[src/rtl/i2c_read_sequencer_if.sv]
// i2c_read_sequencer_if: single-outstanding request/ack bus from the read sequencer to its AXI master.
interface i2c_read_sequencer_if #(
    parameter int AXI_ADDR_WIDTH = 32,
    parameter int AXI_DATA_WIDTH = 32
);
    logic                      seq_axi_wr_req;
    logic                      seq_axi_rd_req;
    logic [AXI_ADDR_WIDTH-1:0] seq_axi_addr;
    logic [AXI_DATA_WIDTH-1:0] seq_axi_wdata;
    logic                      seq_axi_ack;
    logic [AXI_DATA_WIDTH-1:0] seq_axi_rdata;

    modport master (
        output seq_axi_wr_req, seq_axi_rd_req, seq_axi_addr, seq_axi_wdata,
        input  seq_axi_ack, seq_axi_rdata
    );

    modport slave (
        input  seq_axi_wr_req, seq_axi_rd_req, seq_axi_addr, seq_axi_wdata,
        output seq_axi_ack, seq_axi_rdata
    );
endinterface

[src/rtl/i2c_read_sequencer.sv]
// i2c_read_sequencer: drives an AXI I2C controller through one register read of 1..16 bytes.
// Defining I2C_RD_SEQ_TIMEOUT_EN bounds SR polling per byte to POLL_LIMIT reads.
module i2c_read_sequencer #(
    parameter int          AXI_ADDR_WIDTH = 32,
    parameter int          AXI_DATA_WIDTH = 32,
    parameter logic [15:0] POLL_LIMIT     = 16'hFFFF
) (
    input  logic                 aclk,
    input  logic                 aresetn,
    input  logic                 start_pulse,
    input  logic [7:0]           rd_dev_id,
    input  logic [7:0]           rd_reg_addr,
    input  logic [4:0]           rd_len,
    i2c_read_sequencer_if.master seq_axi,
    output logic [7:0]           rd_data,
    output logic                 rd_valid,
    output logic                 busy,
    output logic                 done,
    output logic                 timeout_err
);
    typedef enum logic [3:0] {
        IDLE, CLR_ISR_RD, CLR_ISR_WR, SET_PIRQ, TX_DEVW, TX_ADDR, TX_DEVR, TX_LEN,
        CR_EN, POLL_SR, POLL_GAP, RD_FIFO, CR_DIS, DONE
    } state_t;

    localparam logic [11:0] ISR = 12'h020, CR = 12'h100, SR = 12'h104;
    localparam logic [11:0] TXFIFO = 12'h108, RXFIFO = 12'h10C, RX_PIRQ = 12'h120;

    state_t                    r_state, w_nxt;
    logic                      r_wr_req, r_rd_req, r_rd_valid;
    logic [AXI_ADDR_WIDTH-1:0] r_addr;
    logic [AXI_DATA_WIDTH-1:0] r_wdata, w_wdata;
    logic [7:0]                r_rd_data, r_reg;
    logic [6:0]                r_dev;
    logic [4:0]                r_len, r_cnt;
    logic [11:0]               w_addr;
    logic                      w_rd, w_issue, w_ack, w_empty, w_last, w_tmo, w_unused;

    // ack in the pulse cycle itself belongs to no request and is ignored
    assign w_ack   = seq_axi.seq_axi_ack && !r_wr_req && !r_rd_req;
    assign w_empty = seq_axi.seq_axi_rdata[6];
    assign w_last  = r_cnt + 5'd1 == r_len;
    assign w_unused = ^{rd_dev_id[0], POLL_LIMIT};

`ifdef I2C_RD_SEQ_TIMEOUT_EN
    logic [15:0] r_poll;
    logic        r_timeout;
    assign w_tmo       = r_poll + 16'd1 == POLL_LIMIT;
    assign timeout_err = r_timeout;
`else
    assign w_tmo       = 1'b0;
    assign timeout_err = 1'b0;
`endif

    always_comb begin
        w_nxt = r_state;
        case (r_state)
            IDLE:     w_nxt = !start_pulse ? IDLE : rd_len == 5'd0 ? DONE : CLR_ISR_RD;
            POLL_SR:  w_nxt = !w_ack ? POLL_SR : !w_empty ? RD_FIFO : w_tmo ? CR_DIS : POLL_GAP;
            POLL_GAP: w_nxt = POLL_SR;
            RD_FIFO:  w_nxt = !w_ack ? RD_FIFO : w_last ? CR_DIS : POLL_SR;
            CR_DIS:   w_nxt = w_ack ? DONE : CR_DIS;
            DONE:     w_nxt = IDLE;
            default:  w_nxt = w_ack ? state_t'(r_state + 4'd1) : r_state;
        endcase
    end

    // request parameters for the state being entered; CR writes are the fallback
    always_comb begin
        w_rd    = 1'b0;
        w_addr  = CR;
        w_wdata = AXI_DATA_WIDTH'(1);
        case (w_nxt)
            CLR_ISR_RD: begin w_rd = 1'b1; w_addr = ISR; end
            CLR_ISR_WR: begin w_addr = ISR; w_wdata = seq_axi.seq_axi_rdata; end
            SET_PIRQ:   begin w_addr = RX_PIRQ; w_wdata = AXI_DATA_WIDTH'(r_len - 5'd1); end
            TX_DEVW:    begin w_addr = TXFIFO; w_wdata = AXI_DATA_WIDTH'({2'b01, r_dev, 1'b0}); end
            TX_ADDR:    begin w_addr = TXFIFO; w_wdata = AXI_DATA_WIDTH'(r_reg); end
            TX_DEVR:    begin w_addr = TXFIFO; w_wdata = AXI_DATA_WIDTH'({2'b01, r_dev, 1'b1}); end
            TX_LEN:     begin w_addr = TXFIFO; w_wdata = AXI_DATA_WIDTH'({5'b10000, r_len}); end
            POLL_SR:    begin w_rd = 1'b1; w_addr = SR; end
            RD_FIFO:    begin w_rd = 1'b1; w_addr = RXFIFO; end
            default:    ;
        endcase
    end

    assign w_issue = w_nxt != r_state && w_nxt != IDLE && w_nxt != POLL_GAP && w_nxt != DONE;

    always_ff @(posedge aclk) begin
        if (!aresetn) begin
            r_state    <= IDLE;
            r_wr_req   <= 1'b0;
            r_rd_req   <= 1'b0;
            r_addr     <= '0;
            r_wdata    <= '0;
            r_rd_data  <= 8'd0;
            r_rd_valid <= 1'b0;
            r_dev      <= 7'd0;
            r_reg      <= 8'd0;
            r_len      <= 5'd0;
            r_cnt      <= 5'd0;
`ifdef I2C_RD_SEQ_TIMEOUT_EN
            r_poll     <= 16'd0;
            r_timeout  <= 1'b0;
`endif
        end else begin
            r_state    <= w_nxt;
            r_wr_req   <= w_issue && !w_rd;
            r_rd_req   <= w_issue && w_rd;
            r_rd_valid <= r_state == RD_FIFO && w_ack;
            if (w_issue) begin
                r_addr  <= AXI_ADDR_WIDTH'(w_addr);
                r_wdata <= w_wdata;
            end
            if (r_state == RD_FIFO && w_ack) begin
                r_rd_data <= seq_axi.seq_axi_rdata[7:0];
                r_cnt     <= r_cnt + 5'd1;
            end
            if (r_state == IDLE && start_pulse) begin
                r_dev <= rd_dev_id[7:1];
                r_reg <= rd_reg_addr;
                r_len <= rd_len;
                r_cnt <= 5'd0;
            end
`ifdef I2C_RD_SEQ_TIMEOUT_EN
            if (r_state == IDLE && start_pulse) begin
                r_poll    <= 16'd0;
                r_timeout <= 1'b0;
            end else if (r_state == RD_FIFO && w_ack) begin
                r_poll <= 16'd0;
            end else if (r_state == POLL_SR && w_ack && w_empty) begin
                r_poll <= r_poll + 16'd1;
                if (w_tmo) r_timeout <= 1'b1;
            end
`endif
        end
    end

    assign seq_axi.seq_axi_wr_req = r_wr_req;
    assign seq_axi.seq_axi_rd_req = r_rd_req;
    assign seq_axi.seq_axi_addr   = r_addr;
    assign seq_axi.seq_axi_wdata  = r_wdata;
    assign rd_data  = r_rd_data;
    assign rd_valid = r_rd_valid;
    assign busy     = r_state != IDLE;
    assign done     = r_state == DONE;
endmodule

[src/flat_wrapper.sv]
// flat-port wrapper written by rule: the top's interface ports become plain ports
module i2c_read_sequencer_flat 
#(
    parameter int          AXI_ADDR_WIDTH = 32,
    parameter int          AXI_DATA_WIDTH = 32,
    parameter logic [15:0] POLL_LIMIT     = 16'hFFFF
)
  (aclk, aresetn, start_pulse, rd_dev_id, rd_reg_addr, rd_len, rd_data, rd_valid, busy, done, timeout_err, seq_axi_seq_axi_wr_req, seq_axi_seq_axi_rd_req, seq_axi_seq_axi_addr, seq_axi_seq_axi_wdata, seq_axi_seq_axi_ack, seq_axi_seq_axi_rdata);
  i2c_read_sequencer_if #(.AXI_ADDR_WIDTH(AXI_ADDR_WIDTH), .AXI_DATA_WIDTH(AXI_DATA_WIDTH)) seq_axi_i ();
  input  logic aclk;
  input  logic aresetn;
  input  logic start_pulse;
  input  logic [7:0] rd_dev_id;
  input  logic [7:0] rd_reg_addr;
  input  logic [4:0] rd_len;
  output logic [7:0] rd_data;
  output logic rd_valid;
  output logic busy;
  output logic done;
  output logic timeout_err;
  output wire logic [$bits(seq_axi_i.seq_axi_wr_req)-1:0] seq_axi_seq_axi_wr_req;
  output wire logic [$bits(seq_axi_i.seq_axi_rd_req)-1:0] seq_axi_seq_axi_rd_req;
  output wire logic [$bits(seq_axi_i.seq_axi_addr)-1:0] seq_axi_seq_axi_addr;
  output wire logic [$bits(seq_axi_i.seq_axi_wdata)-1:0] seq_axi_seq_axi_wdata;
  input wire logic [$bits(seq_axi_i.seq_axi_ack)-1:0] seq_axi_seq_axi_ack;
  input wire logic [$bits(seq_axi_i.seq_axi_rdata)-1:0] seq_axi_seq_axi_rdata;
  assign seq_axi_seq_axi_wr_req = seq_axi_i.seq_axi_wr_req;
  assign seq_axi_seq_axi_rd_req = seq_axi_i.seq_axi_rd_req;
  assign seq_axi_seq_axi_addr = seq_axi_i.seq_axi_addr;
  assign seq_axi_seq_axi_wdata = seq_axi_i.seq_axi_wdata;
  assign seq_axi_i.seq_axi_ack = seq_axi_seq_axi_ack;
  assign seq_axi_i.seq_axi_rdata = seq_axi_seq_axi_rdata;
  i2c_read_sequencer #(.AXI_ADDR_WIDTH(AXI_ADDR_WIDTH), .AXI_DATA_WIDTH(AXI_DATA_WIDTH), .POLL_LIMIT(POLL_LIMIT)) u_core (.aclk(aclk), .aresetn(aresetn), .start_pulse(start_pulse), .rd_dev_id(rd_dev_id), .rd_reg_addr(rd_reg_addr), .rd_len(rd_len), .seq_axi(seq_axi_i), .rd_data(rd_data), .rd_valid(rd_valid), .busy(busy), .done(done), .timeout_err(timeout_err));
endmodule
[config.mk]
export PLATFORM = sky130hd
export DESIGN_NAME = i2c_read_sequencer_flat
export DESIGN_NICKNAME = d
export VERILOG_FILES = /design/src/rtl/i2c_read_sequencer_if.sv /design/src/rtl/i2c_read_sequencer.sv /design/src/flat_wrapper.sv
export SDC_FILE = /design/constraint.sdc
export NUM_CORES = 1
export LEC_CHECK = 0
export CORE_MARGIN = 2
export CORE_UTILIZATION = 30
export CTS_CLUSTER_SIZE = 25
export DETAILED_ROUTE_END_ITERATION = 6
export PLACE_DENSITY_LB_ADDON = 0.08
export SLEW_MARGIN = 20
export SYNTH_ARGS = -nofsm -noshare
export SYNTH_HDL_FRONTEND = slang
export SYNTH_SLANG_ARGS = --single-unit
[constraint.sdc]
create_clock -name aclk -period 3.5 [get_ports aclk]
set_input_delay 0.525 -clock aclk [delete_from_list [all_inputs] [get_ports aclk]]
set_output_delay 0.525 -clock aclk [all_outputs]
set_load 0.03 [all_outputs]
# Word level (Yosys, flattened, before mapping)
# Cells that the tools add are included.
# word_totals
regBits	84
output_inout_bits	78
word_cells	65
# classes
add_sub_neg	3
eq_ne	18
n_mux	12
bitwise_logic	1
n_reduce_logical	20
# ops
operator	count
case mux 32 bit (6 select lines)	1
case mux 9 bit (5 select lines)	1
== test 4 bit (second input constant)	7
case mux 4 bit (6 select lines)	1
two-way mux 4 bit	5
== test 4 x 3 -> 1 bit (second input constant)	4
logical AND 1 bit	9
== test 4 x 2 -> 1 bit (second input constant)	2
!= test 4 bit (second input constant)	2
nonzero test 4 bit	2
subtractor 5 x 1 -> 6 bit (second input constant)	1
adder 5 x 1 -> 5 bit (second input constant)	1
== test 5 bit	1
zero test 5 bit	1
adder 4 x 1 -> 4 bit (second input constant)	1
== test 4 x 1 -> 1 bit (second input constant)	1
zero test 4 bit	1
!= test 4 bit	1
OR reduction 2 bit	2
OR reduction 4 bit	1
zero test 1 bit	3
two-way mux 1 bit	3
two-way mux 3 bit	1
OR reduction 3 bit	1
NOT 1 bit	1

# Depth between registers and ports, before layout
# logic_depth
depth_word	10
ltp_mapped	14
mapped_depth_nobuf	10

# Worst setup path before layout
# Ideal clock, no wire load.
# synth_timing
path_kind	reg-to-reg
from	register u_core.r_state[1]
to	register u_core.r_wdata[12], in the netlist u_core.seq_axi.seq_axi_wdata[12]
setup_time_ns	0.070
t_arrival_ns	2.796
required_ns	3.430
setup_slack_ns	0.634
path_stages_with_launch	15
path_buffers	4
path_cell_list	dfxtp_1 clkbuf_1 inv_1 ha_1 nand4bb_1 buf_2 o221ai_2 or2_1 a211oi_2 nor2_2 o311a_1 buf_6 nor2_8 buf_4 o2bb2ai_1
# synth_via
elab_chain_cells	7
word_cells_on_any_way	23
classes_between	add/sub: 1; eq/ne: 14; mux: 3; reduce/logical: 5
# synth_lines
item	line_no	text
start: declaration	i2c_read_sequencer.sv:29	state_t r_state, w_nxt;
start signal: assignment	i2c_read_sequencer.sv:107	r_state <= w_nxt;
branches (longest 7 deep; another with adder 4 x 1 -> 4 bit)	-	
end signal: assignment	i2c_read_sequencer.sv:113	r_wdata <= w_wdata;
end: declaration	i2c_read_sequencer.sv:32	logic [AXI_DATA_WIDTH-1:0] r_wdata, w_wdata;
# Several ways; the timed one is not identified.
# A chain may end at the register's enable or synchronous reset.

# Final worst setup path
# layout_timing
from	register u_core.r_state[1]
to	register u_core.r_wdata[2], in the netlist u_core.seq_axi.seq_axi_wdata[2]
# The elaborated chain is that of the path after synthesis.

==> flow_summary.json <==
{
  "crit_top_cell": "inv_1",
  "cpMaxStageDelayCell": "dfxtp_1",
  "first_global_vias": 3672,
  "worst-r2r-setup-slack_ns": 0.23,
  "netlist_top_cells_area": "dfxtp_1 (38%), nand2_1 (7.5%), a21oi_1 (7.5%), buf_4 (6.2%), o2bb2ai_1 (5.7%)",
  "cap_violations": 0,
  "initial_core_util_pct": 30.5,
  "overflow": 0,
  "postRouteAntennaNets": 0,
  "syn_area_per_cell_sq_um": 8.34,
  "cts_made_buffers": 9,
  "core_area_sq_mm": 0.0132,
  "synth-seq-area-share_pct": 37.8,
  "syn-cell-area_sq_mm": 0.00403,
  "wl_per_cell_microns": 15.5,
  "clock_sinks": 76,
  "finalWirelength_mm": 12.0,
  "max_stage_delay_ns": 0.56,
  "fin_tns_setup_ns": 0,
  "areaGrowthSynthToFinish_pct": 39.7,
  "worst_slew_pin_slew_ns": 0.706,
  "cp-start-kind": "flip-flop",
  "fmaxAchievable_mhz": 305,
  "hold_buffers": 0,
  "htreeDepth": 3,
  "min-delay-path-class": "reg2reg",
  "worstHoldStart": "u_core.rd_data[0]$_SDFFE_PN0P_",
  "die_h_microns": 120,
  "slew_headroom_pct": 52.9,
  "timing.rr.end": "u_core.seq_axi.seq_axi_wdata[2]$_SDFFE_PN0P_",
  "die_w_microns": 120,
  "drive_above_1_share_pct": 10.7,
  "rsz0062_at_grt": "no",
  "ir_worst_vdd_v": 0.000303,
  "worstSetupPathType": "reg2reg",
  "hold_path_depth": 2,
  "hold_viol_final": 0,
  "place_congestion": 0.823,
  "dr_total_vias": 3790,
  "final.fill_count": 1360,
  "clockBufferDepth": 2,
  "total_power_mw": 4.14,
  "crit_arrival_ns": 3.51,
  "route.detailed.drc": 0,
  "required_ns": 3.73,
  "ys_async_sr_fraction_pct": 0,
  "portBuffers": 104,
  "synth_ff_type": "dfxtp_1",
  "fin_cells": 776,
  "root_buffer": "clkbuf_16",
  "synth_cell_type_count": 72,
  "setup_viol": 0,
  "grt_max_degree": 36,
  "period_share_pct": 93.5,
  "p_leak_nw": 2.06,
  "dr.pass1.iters": 4,
  "critPathCaptureType": "flip-flop",
  "worstReg2RegStart": "u_core.r_state[1]$_SDFF_PN0_",
  "antenna_found_initial": 0,
  "seqCellArea_sq_mm": 0.00152,
  "dp.cells": 760,
  "worstPathMaxFanout": 10,
  "pre_cts_slack_ns": -0.0414,
  "ios": 135,
  "dp_hpwl_mm": 8.80,
  "multi_input_area_sq_mm": 0.00220,
  "post-cts-setup-buffers": 0,
  "ys_ff_latch": 76,
  "grt_usage_pct": 17.1,
  "synth_edf_count": 0,
  "ctsResizeCount": 0,
  "status": "complete, no violations",
  "drtIter0Drc": 139,
  "clk_pin_slew_worst_paths_ns": 0.06,
  "synth_area_leader_cell": "dfxtp_1",
  "cts_tree": "built",
  "diodes": 0,
  "clk_latency_ns": 0.34,
  "die-area_sq_mm": 0.0144,
  "startpoint": "u_core.r_state[1]$_SDFF_PN0_",
  "synth.top_cell.area_share_pct": 37.8,
  "vias_per_cell": 4.88,
  "crit_chain": "inv_1, ha_1, a21oi_1, o32a_1, mux2_2, a221oi_1, nand4_1, buf_4, nand3_1, inv_1, a22o_1",
  "layout.nets": 658,
  "worst_slack_ns": 0.226,
  "finClkSkew_ns": 0.00749,
  "slew_viol_final": 0,
  "power.density_mw_per_mm2": 735,
  "period_minus_slack_ns": 3.27,
  "num_rows": 42,
  "grt_pass1_wl_mm": 19.2,
  "ys_warn_count": 0,
  "largest_reg_flops": 32,
  "r2r_cells": 11,
  "synthCells": 483,
  "worstHoldEndpoint": "u_core.rd_data[0]$_SDFFE_PN0P_"
}
-- critical path: cells and delay by family, from the launching register on --
kind	cells	cell delay (ns)
DFF	1	0.56
AOI/OAI and AO/OA	4	1.04
muxes	1	0.37
and+or+nand+nor	2	0.42
adders and majority gates	1	0.31
buffers and inverters	3	0.47
-- cell usage in the layout, fill, tap and decap left out, types with 5 or more instances in the layout --
| master | n |
|---|---|
| xnor2_1 | 12 |
| a22o_1 | 5 |
| conb_1 | 29 |
| a21oi_1 | 60 |
| dfxtp_1 | 76 |
| o21ai_0 | 8 |
| clkbuf_16 | 9 |
| nand4_1 | 9 |
| nand3_1 | 11 |
| nor3_1 | 7 |
| nor4_1 | 5 |
| clkdlybuf4s50_1 | 104 |
| a211oi_1 | 5 |
| buf_4 | 27 |
| inv_1 | 9 |
| ha_1 | 6 |
| o2bb2ai_1 | 26 |
| nand2_1 | 81 |
| nor2_1 | 27 |
-- synthesized netlist by cell type, drive strengths merged, types with 2 or more instances --
cell type  count
buf           48
a21o           2
nor3b          2
mux2           2
o31ai          2
and2           3
a211oi         7
o21ai          8
nor3           8
o211ai         3
nor4           6
a32oi          2
o32ai          2
or2            2
a22o           5
a21boi         2
nand4          9
nand2         83
xnor2         12
nand3         11
o311a          2
nor2          29
clkbuf        14
a31oi          2
inv           10
a2111oi        2
nand3b         2
or4            3
o2bb2ai       26
xor2           2
dfxtp         76
a21oi         60
mux2i          2
and3           4
ha             6
-- area by class of cell --
cell class,count,area share (%)
clock buffers,10,4.25
clock inverters,6,1.56
inverters,10,0.667
multi-input cells,363,39.0
flip-flops and latches,76,27.0
well taps,176,3.91
repair buffers,135,23.5
-- how the worst max path moves through the flow --
stage	end	slack, ns	cells after the start
6_report	u_core.seq_axi.seq_axi_wdata[2]$_SDFFE_PN0P_	0.23	11
5_1_grt	u_core.seq_axi.seq_axi_wdata[7]$_SDFFE_PN0P_	0.006	11
4_1_cts	u_core.seq_axi.seq_axi_wdata[4]$_SDFFE_PN0P_	0.21	12
3_5_place_dp	u_core.seq_axi.seq_axi_wdata[4]$_SDFFE_PN0P_	-0.04	11
3_3_place_gp	u_core.seq_axi.seq_axi_wdata[4]$_SDFFE_PN0P_	0.02	11
2_1_floorplan	u_core.seq_axi.seq_axi_wdata[12]$_SDFFE_PN0P_	0.63	14
-- metal layers --
| metal | GRT usage [%] | part of all wire, % |
|---|---|---|
| met5 | 0 | 0 |
| met3 | 3.52 | 4.8 |
| met4 | 6.69 | 1.6 |
| met1 | 22.7 | 47 |
| met2 | 27.4 | 46 |
-- per-stage QoR --
stage          instance area, sq um  utilization (%)  hold WS [ns]
2_1_floorplan                  4130                -         0.433
5_1_grt                        5630             42.7         0.474
3_3_place_gp                   5290             40.1         0.446
3_5_place_dp                   5290             40.1         0.448
6_report                       5630             42.7         0.455
4_1_cts                        5620             42.6         0.458
-- power by group --
part / leakage [nW] / switching [mW] / internal [mW] / total, mW
clock network: 0.162 / 0.368 / 0.643 / 1.01
logic: 1.28 / 1.24 / 0.822 / 2.07
registers: 0.616 / 0.0931 / 0.964 / 1.06
-- cells by family after synthesis --
group,Yosys count,share of synthesized area [%]
AND/OR/NAND/NOR,170,20.8
AO/OA/AOI/OAI,139,24.1
flip-flops,76,37.8
buffers and inverters,72,10.7
XOR/XNOR,15,3.63
adder cells (fa/ha/maj),6,1.86
multiplexers,4,1.06
other,1,0.0931
No activity file was read; power rests on OpenSTA's default activity.
